[src/rtl/fetch_unit.sv]
`default_nettype none
// ============================================================================
// Module   : fetch_unit
// Purpose  : Instruction-fetch stage of a 5-stage MIPS pipeline. Holds the
//            PC, drives the instruction-memory address, and captures the
//            returned word into the IF/ID register. Handles stall, redirect
//            (with optional delay slot), flush and fetch-fault detection.
// Revision : 1.0 - initial release
// ============================================================================
module fetch_unit #(
  parameter logic [31:0] RESET_PC   = 32'h0000_3000,
  parameter int unsigned IM_WORDS   = 1024,
  parameter bit          DELAY_SLOT = 1'b1
) (
  input  logic        clk,
  input  logic        reset,
  input  logic        stall,
  input  logic        flush,
  input  logic        redirect_valid,
  input  logic [31:0] redirect_pc,
  output logic [31:0] im_addr,
  input  logic [31:0] im_data,
  output logic [31:0] if_id_instr,
  output logic [31:0] if_id_pc,
  output logic [31:0] if_id_pc4,
  output logic        if_id_valid,
  output logic        if_id_fault,
  output logic [31:0] fetch_count
);

  // First byte address past the instruction-memory window (32-bit arithmetic).
  localparam logic [31:0] c_win_end = RESET_PC + 32'(4 * IM_WORDS);

  logic [31:0] r_pc;
  logic [31:0] r_instr;
  logic [31:0] r_ipc;
  logic [31:0] r_ipc4;
  logic        r_valid;
  logic        r_fault;
  logic [31:0] r_count;

  logic [31:0] w_pc4;
  logic [31:0] w_pc_next;
  logic        w_fault;
  logic        w_squash;
  logic        w_bubble;
  logic        w_capture;

  assign im_addr     = r_pc;
  assign w_pc4       = r_pc + 32'd4;
  assign if_id_instr = r_instr;
  assign if_id_pc    = r_ipc;
  assign if_id_pc4   = r_ipc4;
  assign if_id_valid = r_valid;
  assign if_id_fault = r_fault;
  assign fetch_count = r_count;

  // Fetch is illegal if misaligned or outside [RESET_PC, c_win_end).
  assign w_fault = (r_pc[1:0] != 2'b00) || (r_pc < RESET_PC) || (r_pc >= c_win_end);

  // Without a delay slot, the instruction behind a taken redirect is dropped.
  // A stalled cycle ignores the redirect, so it cannot squash either.
  assign w_squash  = redirect_valid && (DELAY_SLOT == 1'b0) && !stall;
  assign w_bubble  = flush || w_squash;
  assign w_capture = !flush && !stall && !w_squash;

  // Next-PC select: stall holds, redirect jumps, otherwise sequential.
  always_comb begin
    w_pc_next = w_pc4;
    if (stall) begin
      w_pc_next = r_pc;
    end else if (redirect_valid) begin
      w_pc_next = redirect_pc;
    end
  end

  // Program counter register.
  always_ff @(posedge clk or posedge reset) begin
    if (reset) begin
      r_pc <= RESET_PC;
    end else begin
      r_pc <= w_pc_next;
    end
  end

  // IF/ID pipeline register: bubble, hold, or capture the current fetch.
  always_ff @(posedge clk or posedge reset) begin
    if (reset) begin
      r_instr <= 32'd0;
      r_ipc   <= 32'd0;
      r_ipc4  <= 32'd0;
      r_valid <= 1'b0;
      r_fault <= 1'b0;
    end else if (w_bubble) begin
      r_instr <= 32'd0;
      r_ipc   <= 32'd0;
      r_ipc4  <= 32'd0;
      r_valid <= 1'b0;
      r_fault <= 1'b0;
    end else if (w_capture) begin
      r_instr <= w_fault ? 32'd0 : im_data;
      r_ipc   <= r_pc;
      r_ipc4  <= w_pc4;
      r_valid <= 1'b1;
      r_fault <= w_fault;
    end
  end

  // Count every instruction loaded into IF/ID as valid, faulting ones included.
  always_ff @(posedge clk or posedge reset) begin
    if (reset) begin
      r_count <= 32'd0;
    end else if (w_capture) begin
      r_count <= r_count + 32'd1;
    end
  end

endmodule
`default_nettype wire
[config.mk]
export PLATFORM = sky130hd
export DESIGN_NAME = fetch_unit
export DESIGN_NICKNAME = d
export VERILOG_FILES = /design/src/rtl/fetch_unit.sv
export SDC_FILE = /design/constraint.sdc
export NUM_CORES = 1
export LEC_CHECK = 0
export CAP_MARGIN = 20
export CORE_MARGIN = 5
export CORE_UTILIZATION = 48
export DETAILED_ROUTE_END_ITERATION = 7
export PLACE_DENSITY = 0.8
export SYNTH_ARGS = -nofsm -noshare
export SYNTH_HDL_FRONTEND = slang
export SYNTH_SLANG_ARGS = --single-unit
[constraint.sdc]
create_clock -name clk -period 7.37 [get_ports clk]
set_clock_uncertainty 0.05 [all_clocks]
set_input_delay 1.474 -clock clk [delete_from_list [all_inputs] [get_ports clk]]
set_output_delay 1.474 -clock clk [all_outputs]
set_load 0.01 [all_outputs]
==> impl_metrics.py, run 1 <==
metrics = {
    "die": {
        "fp-row-count": 46,
        "die_width_um": 137,
        "initial_utilization_pct": 48.9,
        "dieHeight_um": 137,
        "floorplan.die_area_mm2": 0.0188,
        "pin_count": 231,
        "core_area_mm2": 0.0158,
    },
    "clock_network": {
        "cts_tree": "yes",
        "clockRootBuffer": "sky130_fd_sc_hd__clkbuf_16",
        "cts-root-to-sink-buffers": 2,
        "cts.repair_timing.setup_buffer_count": 0,
        "clk_pin_slew_ns": 0.07,
        "cts-hold-fix-buffers": 0,
        "clk-insertion-delay-late_ns": 0.42,
        "post_cts_resized": 0,
        "cts_made_buffers": 17,
        "cts_num_sinks": 160,
        "ctsHtreeMaxLevel": 4,
    },
    "power_and_ir_drop": {
        "ir_drop_uv": 160,
        "static-leakage-power_nw": 4.43,
        "power.density_cell_area_mw_per_mm2": 226,
    },
    "routing": {
        "ant_nets": 0,
        "drt_wirelength_um": 22800,
        "routed-via-count": 6773,
        "remaining_drc_errors": 0,
        "vias_per_cell": 5.83,
        "route.detailed.wl_per_inst_um": 19.6,
        "detailedRoute.firstIterationViolations": 572,
        "detailedRoute.firstPassIterationCount": 5,
    },
    "synth": {
        "synthesized_instance_count": 747,
        "synth_cell_type_count": 63,
        "post_synth_xor_area_fraction_pct": 4.86,
        "synth_mux_area_share_pct": 4.06,
        "avgSynthCellArea_um2": 10.4,
        "count_of_flip_flops_with_a_built_in_enable_after_synthesis": 0,
        "asyncSetResetFlopFracSynth_pct": 100,
        "syn_nets": 819,
        "yosys_warnings": 0,
        "synth-compound-area-share_pct": 15.9,
        "yosys_most_used_dff": "sky130_fd_sc_hd__dfrtp_1",
        "synth_top_family_by_area": "simple AND/OR/NAND/NOR gates",
        "synthSimpleGateAreaFrac_pct": 17.7,
        "synth-adder-area-share_pct": 0.485,
        "postSynthRegisterBits": 160,
        "mappedNetlistArea_mm2": 0.00774,
        "sequential_area_share_after_synthesis_pct": 51.7,
    },
    "placement": {
        "number_of_buffers_inserted_by_port_buffering": 230,
        "place_congestion": 0.858,
        "detailedPlacementHpwl_um": 15600,
    },
    "worst_setup_path": {
        "timing.critical_path.max_delay_family": "buffers and inverters",
        "rr_startpoint": "im_addr[2]$_DFFE_PP0N_",
        "endpoint_kind": "flop",
        "r2r_setup_slack_ns": 4.79,
        "timing.critical_path.arrival_ns": 3.70,
        "setup.worst_path.start_class": "primary input",
        "critical_path_peak_fanout": 35,
        "worstPathCellList": "clkdlybuf4s50_1, buf_4, clkinv_1, o22ai_1, o2bb2a_1",
        "r2r.worst_path.cells": 5,
        "cp_num_buf_inv": 3,
        "endpoint_of_the_most_critical_register_to_register_path": "if_id_pc4[28]$_DFFE_PP0P_",
        "type_of_the_setup_path_with_the_least_slack": "in -> reg",
        "max_stage_delay_ns": 0.78,
        "critical_path.slowest_cell": "sky130_fd_sc_hd__clkinv_1",
        "cp_data_required_time_ns": 7.63,
    },
    "timing": {
        "fin_tns_setup_ns": 0,
        "report.final.hold_viol_count": 0,
        "tightestPinTransition_ns": 0.929,
        "finalWorstPathRequiredPeriod_ns": 3.45,
        "max_clock_freq_mhz": 290,
        "final.period_utilization_pct": 46.8,
        "rsz0062_at_grt": "false",
        "timing.hold.ws_ns": 0.421,
        "slew-limit-headroom_pct": 38.0,
        "slew_viols_final": 0,
        "finalSetupViolations": 0,
    },
    "global_route": {
        "globalRouteOverflowTotal": 0,
        "grt_antenna_before_repair": 0,
        "grt_max_degree": 104,
        "grt_pass1_wl_um": 36300,
        "groute.usage.overall_pct": 24.6,
        "first_global_vias": 6597,
    },
    "finish": {
        "fill_cells": 1235,
        "final-seq-area_mm2": 0.00401,
        "num_antenna_cells": 0,
        "post_route_cells_drive_above_1_share_pct": 6.66,
        "multiInputGateArea_mm2": 0.00334,
        "nets": 1005,
        "syn_to_final_growth_pct": 37.5,
    },
    "hold_path": {
        "min-delay-path-class": "reg -> reg",
        "hold_path.startpoint": "fetch_count[31]$_DFFE_PP0P_",
        "timing.hold.worst_endpoint": "fetch_count[31]$_DFFE_PP0P_",
        "hold_path_depth": 1,
    },
    "job": {
        "timing.max_cap.violations": 0,
    },
    "run_status": {
        "run_status": "complete, no violations",
    },
}
[cell families after synthesis]
| logic type | count (synthesis) |
|---|---|
| DFF | 160 |
| adders and majority gates | 3 |
| buffers and inverters | 90 |
| muxes | 31 |
| xor gates and xnor gates | 43 |
| AOI/OAI and AO/OA | 167 |
| and+or+nand+nor | 253 |
[area by class of cell]
cell class                 instances  area share, %
timing repair buffer             238           22.1
tap                              216           2.54
multi-input combinational        497           31.4
clock buffer                      21           4.42
inverter                          19          0.717
sequential                       160           37.6
clock inverter                    11           1.21
[power breakdown]
part | switching, W | internal (W) | total (W) | leakage (nW)
sequential | 0.000117 | 0.000950 | 0.00107 | 2.10
combinational | 0.000206 | 0.000237 | 0.000443 | 2.05
clock | 0.000366 | 0.000528 | 0.000894 | 0.279
[through the flow]
| stage | utilization [%] | instances | cell area, um2 | total power, W | setup WS, ns |
|---|---|---|---|---|---|
| finish | 67.2 | 1162 | 10600 | 0.00240 | 3.92 |
| global route | 67.2 | 1162 | 10600 | 0.00251 | 3.86 |
| CTS | 67.2 | 1162 | 10600 | 0.00242 | 4.02 |
| detailed placement | 63.5 | 1130 | 10000 | 0.00153 | 3.59 |
| global placement | 63.5 | 1130 | 10000 | 0.00152 | 3.64 |
| floorplan | - | 747 | 7740 | 0.00128 | 1.53 |
[flip-flops by register name (all words and copies together), names as in the netlist]
register and flops:
fetch_count 32, if_id_instr 32, if_id_pc 32, im_addr 32, if_id_pc4 30, if_id_fault 1
if_id_valid 1
[worst register-to-register path: cells and delay by family, from the launching register on]
kind / cells / cell delay, ns
DFF: 1 / 0.54
AOI/OAI and AO/OA: 1 / 0.34
adders and majority gates: 1 / 0.37
and+or+nand+nor: 3 / 1.17
[worst max-delay path by stage]
stage                    from                    endpoint  slack (ns)  cells after the start
4_1_cts        redirect_valid     im_addr[11]$_DFFE_PP0N_        4.02                      5
3_3_place_gp   redirect_valid     im_addr[11]$_DFFE_PP0N_        3.64                      5
2_1_floorplan           reset  fetch_count[0]$_DFFE_PP0P_        1.53                      1
5_1_grt        redirect_valid     im_addr[11]$_DFFE_PP0N_        3.86                      5
3_5_place_dp   redirect_valid     im_addr[11]$_DFFE_PP0N_        3.59                      5
6_report       redirect_valid     im_addr[11]$_DFFE_PP0N_        3.92                      5
[cell usage in the layout, fill, tap and decap left out, types with 11 or more instances in the layout]
cell type                           n
sky130_fd_sc_hd__a22oi_1           16
sky130_fd_sc_hd__a21oi_1           28
sky130_fd_sc_hd__nand2_1           36
sky130_fd_sc_hd__nor2_1            76
sky130_fd_sc_hd__and4_1            14
sky130_fd_sc_hd__a22o_1            32
sky130_fd_sc_hd__mux2i_1           28
sky130_fd_sc_hd__nand3_1           30
sky130_fd_sc_hd__xnor2_1           31
sky130_fd_sc_hd__a211oi_1          12
sky130_fd_sc_hd__nand4_1           27
sky130_fd_sc_hd__clkdlybuf4s50_1  228
sky130_fd_sc_hd__inv_1             16
sky130_fd_sc_hd__and3_1            17
sky130_fd_sc_hd__o211ai_1          11
sky130_fd_sc_hd__clkbuf_16         17
sky130_fd_sc_hd__nor3_1            12
sky130_fd_sc_hd__dfrtp_1          158
sky130_fd_sc_hd__xor2_1            12
sky130_fd_sc_hd__o21ai_0           19
[cells in the mapped netlist, types with 9 or more instances]
cell type	count	area (um2)
sky130_fd_sc_hd__buf_2	20	100
sky130_fd_sc_hd__nand4_1	27	169
sky130_fd_sc_hd__o211ai_1	11	82.6
sky130_fd_sc_hd__buf_4	13	97.6
sky130_fd_sc_hd__mux2i_1	28	280
sky130_fd_sc_hd__nand2_1	36	135
sky130_fd_sc_hd__or4_1	9	67.6
sky130_fd_sc_hd__a22o_1	32	280
sky130_fd_sc_hd__clkbuf_1	35	131
sky130_fd_sc_hd__and4_1	14	123
sky130_fd_sc_hd__xor2_1	12	105
sky130_fd_sc_hd__a22oi_1	16	120
sky130_fd_sc_hd__dfrtp_1	158	3950
sky130_fd_sc_hd__inv_1	17	63.8
sky130_fd_sc_hd__nor2_1	77	289
sky130_fd_sc_hd__xnor2_1	31	272
sky130_fd_sc_hd__and3_1	17	106
sky130_fd_sc_hd__nor3_1	12	60.1
sky130_fd_sc_hd__a21oi_1	28	140
sky130_fd_sc_hd__nand3_1	30	150
sky130_fd_sc_hd__o21ai_0	19	95.1
sky130_fd_sc_hd__a211oi_1	12	90.1
[layer usage]
metal | track usage, % | vias to the layer above | part of all wire [%]
li1 | - | 3105 | -
met1 | 32.7 | 3358 | 41
met2 | 39.2 | 282 | 48
met3 | 7.61 | 28 | 9.2
met4 | 6.60 | 0 | 1.6
met5 | 0 | - | 0
No activity file was read; power rests on OpenSTA's default activity.
==> run 2: changes to the inputs <==
==> constraint.sdc (replaced) <==
create_clock -name clk -period 3.43 [get_ports clk]
set_clock_uncertainty 0.05 [all_clocks]
set_input_delay 0.686 -clock clk [delete_from_list [all_inputs] [get_ports clk]]
set_output_delay 0.686 -clock clk [all_outputs]
set_load 0.01 [all_outputs]
==> impl_metrics.py, run 2 (synthesized netlist as in run 1, its figures left out) <==
metrics = {
    "routing": {
        "vias_per_cell": 5.87,
        "detailedRoute.firstIterationViolations": 629,
        "routed-via-count": 6842,
        "ant_nets": 0,
        "drt_wirelength_um": 23100,
        "route.detailed.wl_per_inst_um": 19.8,
        "remaining_drc_errors": 0,
        "detailedRoute.firstPassIterationCount": 6,
    },
    "power_and_ir_drop": {
        "ir_drop_uv": 423,
        "power.density_cell_area_mw_per_mm2": 481,
        "static-leakage-power_nw": 4.43,
    },
    "die": {
        "initial_utilization_pct": 48.9,
        "floorplan.die_area_mm2": 0.0188,
        "dieHeight_um": 137,
        "pin_count": 231,
        "fp-row-count": 46,
        "die_width_um": 137,
        "core_area_mm2": 0.0158,
    },
    "placement": {
        "placedInstanceArea_mm2": 0.0101,
        "number_of_buffers_inserted_by_port_buffering": 230,
        "numPlacedInstances": 1133,
        "detailedPlacementHpwl_um": 15900,
        "place_congestion": 0.859,
    },
    "clock_network": {
        "cts_num_sinks": 160,
        "cts-root-to-sink-buffers": 2,
        "clk-insertion-delay-late_ns": 0.44,
        "cts_made_buffers": 17,
        "clockRootBuffer": "sky130_fd_sc_hd__clkbuf_16",
        "cts.repair_timing.setup_buffer_count": 0,
        "clk_pin_slew_ns": 0.07,
        "post_cts_resized": 0,
        "ctsHtreeMaxLevel": 4,
        "cts_tree": "yes",
        "cts-hold-fix-buffers": 0,
    },
    "finish": {
        "post_route_cells_drive_above_1_share_pct": 7.06,
        "fill_cells": 1219,
        "final_common_cell": "sky130_fd_sc_hd__clkdlybuf4s50_1",
        "nets": 1008,
        "highest_count_cells_in_the_layout_ignoring_fill_and_taps": "228 x sky130_fd_sc_hd__clkdlybuf4s50_1, 158 x sky130_fd_sc_hd__dfrtp_1, 76 x sky130_fd_sc_hd__nor2_1",
        "layoutNonFillerInstCount": 1166,
        "fin_area_mm2": 0.0107,
        "syn_to_final_growth_pct": 37.8,
        "finalCoreUtilization_pct": 67.4,
    },
    "global_route": {
        "first_global_vias": 6609,
        "globalRouteOverflowTotal": 0,
        "grt_max_degree": 94,
        "grt_pass1_wl_um": 36600,
        "grt_antenna_before_repair": 1,
        "groute.usage.overall_pct": 25.0,
    },
    "timing": {
        "slew_viols_final": 0,
        "max_clock_freq_mhz": 385,
        "final.period_utilization_pct": 75.7,
        "finalSetupViolations": 0,
        "rsz0062_at_grt": "false",
        "report.final.hold_viol_count": 0,
        "finalWorstPathRequiredPeriod_ns": 2.60,
        "tightestPinTransition_ns": 0.770,
        "slew-limit-headroom_pct": 48.7,
        "timing.hold.ws_ns": 0.427,
        "fin_tns_setup_ns": 0,
    },
    "worst_setup_path": {
        "r2r.worst_path.cells": 5,
        "type_of_the_setup_path_with_the_least_slack": "reg -> reg",
        "endpoint_of_the_most_critical_register_to_register_path": "if_id_pc4[26]$_DFFE_PP0P_",
        "rr_startpoint": "im_addr[2]$_DFFE_PP0N_",
        "critPathLaunch": "im_addr[2]$_DFFE_PP0N_",
        "setup.worst_path.start_class": "flop",
        "endpoint_kind": "flop",
        "timing.critical_path.arrival_ns": 2.84,
        "cp_data_required_time_ns": 3.67,
        "r2r_setup_slack_ns": 0.83,
        "critical_path_peak_fanout": 13,
    },
    "job": {
        "timing.max_cap.violations": 0,
    },
    "hold_path": {
        "timing.hold.worst_endpoint": "fetch_count[31]$_DFFE_PP0P_",
        "min-delay-path-class": "reg -> reg",
        "hold_path_depth": 1,
        "hold_path.startpoint": "fetch_count[31]$_DFFE_PP0P_",
    },
    "run_status": {
        "run_status": "complete, no violations",
    },
}
-- run 2: cell types whose count changed in the layout (fill, tap and decap cells not counted) --
cell	previous run	this run
sky130_fd_sc_hd__inv_8	0	2
sky130_fd_sc_hd__clkbuf_8	3	0
sky130_fd_sc_hd__clkbuf_1	1	0
sky130_fd_sc_hd__inv_6	4	5
sky130_fd_sc_hd__diode_2	0	1
sky130_fd_sc_hd__clkinvlp_4	5	6
sky130_fd_sc_hd__bufinv_16	2	1
sky130_fd_sc_hd__clkinv_2	1	0
sky130_fd_sc_hd__buf_4	9	10
sky130_fd_sc_hd__clkinv_4	0	2
sky130_fd_sc_hd__buf_12	0	2
-- run 2: critical path, stage by stage, from the launching register on --
cell and delay (ns):
sky130_fd_sc_hd__dfrtp_1 0.54, sky130_fd_sc_hd__ha_1 0.36, sky130_fd_sc_hd__and4_1 0.46, sky130_fd_sc_hd__nand3_2 0.33, sky130_fd_sc_hd__or2_0 0.34, sky130_fd_sc_hd__a2111oi_0 0.38
-- run 2: power breakdown --
| group | switching (W) | internal [W] | total (W) | leakage, nW |
|---|---|---|---|---|
| clock network | 0.000851 | 0.00102 | 0.00187 | 0.267 |
| registers | 0.000252 | 0.00204 | 0.00229 | 2.10 |
| logic | 0.000449 | 0.000515 | 0.000964 | 2.07 |
-- run 2: area by class of cell --
| cell class | instances | area [um2] | area share (%) |
|---|---|---|---|
| diodes | 1 | 2.50 | 0.0235 |
| clock buffers | 17 | 425 | 3.99 |
| clock inverters | 15 | 151 | 1.42 |
| inverters | 19 | 75.1 | 0.704 |
| multi-input cells | 497 | 3340 | 31.3 |
| flip-flops and latches | 160 | 4010 | 37.5 |
| well taps | 216 | 270 | 2.53 |
| repair buffers | 241 | 2400 | 22.5 |
-- run 2: worst max-delay path by stage --
stage	slack, ns	depth (start not counted)	endpoint
finish	0.83	5	if_id_pc4[26]$_DFFE_PP0P_
global route	0.67	5	if_id_pc4[26]$_DFFE_PP0P_
CTS	0.87	5	if_id_pc4[26]$_DFFE_PP0P_
detailed placement	0.84	5	if_id_pc4[22]$_DFFE_PP0P_
global placement	0.86	5	if_id_pc4[22]$_DFFE_PP0P_
floorplan	0.67	1	fetch_count[0]$_DFFE_PP0P_
-- run 2: metrics by stage --
| stage | setup WS [ns] | total power, W |
|---|---|---|
| floorplan | 0.667 | 0.00275 |
| global route | 0.669 | 0.00534 |
| detailed placement | 0.843 | 0.00329 |
| CTS | 0.872 | 0.00516 |
| finish | 0.834 | 0.00513 |
| global placement | 0.861 | 0.00327 |
-- run 2: layer usage --
metal / track usage, % / part of all wire (%) / up-vias
met5: 0 / 0 / -
met4: 8.81 / 2.4 / 0
met3: 7.76 / 9.5 / 44
met2: 37.1 / 47 / 327
met1: 34.7 / 41 / 3348
li1: - / - / 3123
==> run 3: changes to the inputs <==
==> constraint.sdc (replaced) <==
create_clock -name clk -period 2.6 [get_ports clk]
set_clock_uncertainty 0.05 [all_clocks]
set_input_delay 0.52 -clock clk [delete_from_list [all_inputs] [get_ports clk]]
set_output_delay 0.52 -clock clk [all_outputs]
set_load 0.01 [all_outputs]
==> impl_metrics.py, run 3 (synthesized netlist as in run 1, its figures left out) <==
metrics = {
    "job": {
        "timing.max_cap.violations": 0,
    },
    "clock_network": {
        "clk-insertion-delay-late_ns": 0.42,
        "cts_made_buffers": 17,
        "cts_tree": "yes",
        "cts.repair_timing.setup_buffer_count": 0,
        "ctsHtreeMaxLevel": 4,
        "cts_num_sinks": 160,
        "cts-root-to-sink-buffers": 2,
        "clockRootBuffer": "sky130_fd_sc_hd__clkbuf_16",
        "clk_pin_slew_ns": 0.06,
    },
    "finish": {
        "fill_cells": 1199,
        "num_antenna_cells": 0,
        "nets": 1027,
        "syn_to_final_growth_pct": 40.1,
        "highest_count_cells_in_the_layout_ignoring_fill_and_taps": "228 x sky130_fd_sc_hd__clkdlybuf4s50_1, 158 x sky130_fd_sc_hd__dfrtp_1, 76 x sky130_fd_sc_hd__nor2_1",
        "post_route_cells_drive_above_1_share_pct": 8.68,
        "final_common_cell": "sky130_fd_sc_hd__clkdlybuf4s50_1",
    },
    "timing": {
        "slew-limit-headroom_pct": 60.9,
        "rsz0062_at_grt": "false",
        "finalSetupViolations": 0,
        "finalWorstPathRequiredPeriod_ns": 2.41,
        "max_clock_freq_mhz": 416,
        "report.final.hold_viol_count": 0,
        "final.period_utilization_pct": 92.6,
        "slew_viols_final": 0,
        "fin_tns_setup_ns": 0,
        "tightestPinTransition_ns": 0.587,
        "timing.hold.ws_ns": 0.319,
    },
    "routing": {
        "ant_nets": 0,
        "detailedRoute.firstPassIterationCount": 5,
        "drt_wirelength_um": 23100,
        "detailedRoute.firstIterationViolations": 642,
        "remaining_drc_errors": 0,
        "routed-via-count": 6869,
        "route.detailed.wl_per_inst_um": 19.5,
        "vias_per_cell": 5.80,
    },
    "worst_setup_path": {
        "cp_data_required_time_ns": 2.85,
        "timing.critical_path.arrival_ns": 2.66,
        "endpoint_kind": "flop",
        "critPathLaunch": "im_addr[2]$_DFFE_PP0N_",
        "type_of_the_setup_path_with_the_least_slack": "reg -> reg",
        "r2r.worst_path.cells": 5,
        "rr_startpoint": "im_addr[2]$_DFFE_PP0N_",
        "r2r_setup_slack_ns": 0.19,
        "endpoint_of_the_most_critical_register_to_register_path": "if_id_pc4[30]$_DFFE_PP0P_",
        "setup.worst_path.start_class": "flop",
        "critical_path.endpoint": "if_id_pc4[30]$_DFFE_PP0P_",
        "critical_path_peak_fanout": 8,
    },
    "placement": {
        "place_congestion": 0.899,
        "number_of_buffers_inserted_by_port_buffering": 230,
        "detailedPlacementHpwl_um": 16300,
    },
    "power_and_ir_drop": {
        "static-leakage-power_nw": 4.56,
        "power.density_cell_area_mw_per_mm2": 632,
        "ir_drop_uv": 507,
    },
    "global_route": {
        "grt_antenna_before_repair": 0,
        "groute.usage.overall_pct": 24.8,
        "globalRouteOverflowTotal": 0,
        "first_global_vias": 6717,
        "grt_pass1_wl_um": 36400,
        "grt_max_degree": 80,
    },
    "die": {
        "pin_count": 231,
        "fp-row-count": 46,
        "initial_utilization_pct": 48.9,
        "dieHeight_um": 137,
        "floorplan.die_area_mm2": 0.0188,
        "die_width_um": 137,
        "core_area_mm2": 0.0158,
    },
    "run_status": {
        "run_status": "complete, no violations",
    },
    "hold_path": {
        "min-delay-path-class": "in -> async",
    },
}
==> run 3: changes by cell type in the layout (fill, tap and decap cells not counted), sizes merged <==
cell | before | now
clkinv | 4 | 8
buf | 13 | 32
diode | 1 | 0
clkbuf | 17 | 21
clkinvlp | 6 | 3
inv | 23 | 16
bufinv | 1 | 3
==> run 3: per-stage QoR <==
stage                     instances  cell area, um2  worst slack (ns)  util, %  total power, W
after floorplan                 747            7750           0.00279        -         0.00363
after CTS                      1184           10800             0.165     68.5         0.00690
final                          1184           10800             0.194     68.5         0.00686
after global placement         1152           10300             0.376     64.8         0.00436
after detailed placement       1152           10300             0.168     64.8         0.00439
after global routing           1184           10800            0.0192     68.5         0.00716
==> run 3: worst max-delay path, cell delays in order, from the launching register on <==
cell and delay, ns:
sky130_fd_sc_hd__dfrtp_1 0.47, sky130_fd_sc_hd__ha_1 0.33, sky130_fd_sc_hd__nand4_1 0.37, sky130_fd_sc_hd__nor3_2 0.49, sky130_fd_sc_hd__nand3_1 0.19, sky130_fd_sc_hd__a2111oi_1 0.38
==> run 3: metal layers <==
metal  routed length [um]  vias to the layer above  GRT usage (%)
li1                     -                     3149              -
met1                 9430                     3359           33.7
met2                10900                      323           38.2
met3                 2220                       38           7.21
met4                  519                        0           8.20
met5                    0                        -              0
==> run 3: what timing repair did <==
item,4_1_cts,5_1_grt
gates resized for setup,0,1
hold buffers,0,0
setup endpoints to repair,0,1
==> run 3: power breakdown <==
| part | internal (W) | switching (W) | total [W] |
|---|---|---|---|
| logic | 0.000721 | 0.000658 | 0.00138 |
| registers | 0.00269 | 0.000274 | 0.00297 |
| clock network | 0.00153 | 0.000984 | 0.00251 |
| total | 0.00494 | 0.00192 | 0.00686 |
==> run 3: area by class of cell <==
type / count / area (um2) / share of cell area [%]
clock buffer: 21 / 450 / 4.15
inverter: 19 / 75.1 / 0.692
clock inverter: 11 / 139 / 1.28
timing repair buffer: 260 / 2570 / 23.7
sequential: 160 / 4010 / 36.9
multi-input combinational: 497 / 3340 / 30.8
tap: 216 / 270 / 2.49
==> run 3: how the worst min path moves through the flow <==
stage	startpoint	endpoint	slack, ns
after floorplan	fetch_count[31]$_DFFE_PP0P_	fetch_count[31]$_DFFE_PP0P_	0.46
after global placement	fetch_count[31]$_DFFE_PP0P_	fetch_count[31]$_DFFE_PP0P_	0.41
after detailed placement	fetch_count[31]$_DFFE_PP0P_	fetch_count[31]$_DFFE_PP0P_	0.42
after CTS	reset	fetch_count[31]$_DFFE_PP0P_	0.31
after global routing	reset	fetch_count[31]$_DFFE_PP0P_	0.33
final	reset	fetch_count[31]$_DFFE_PP0P_	0.32
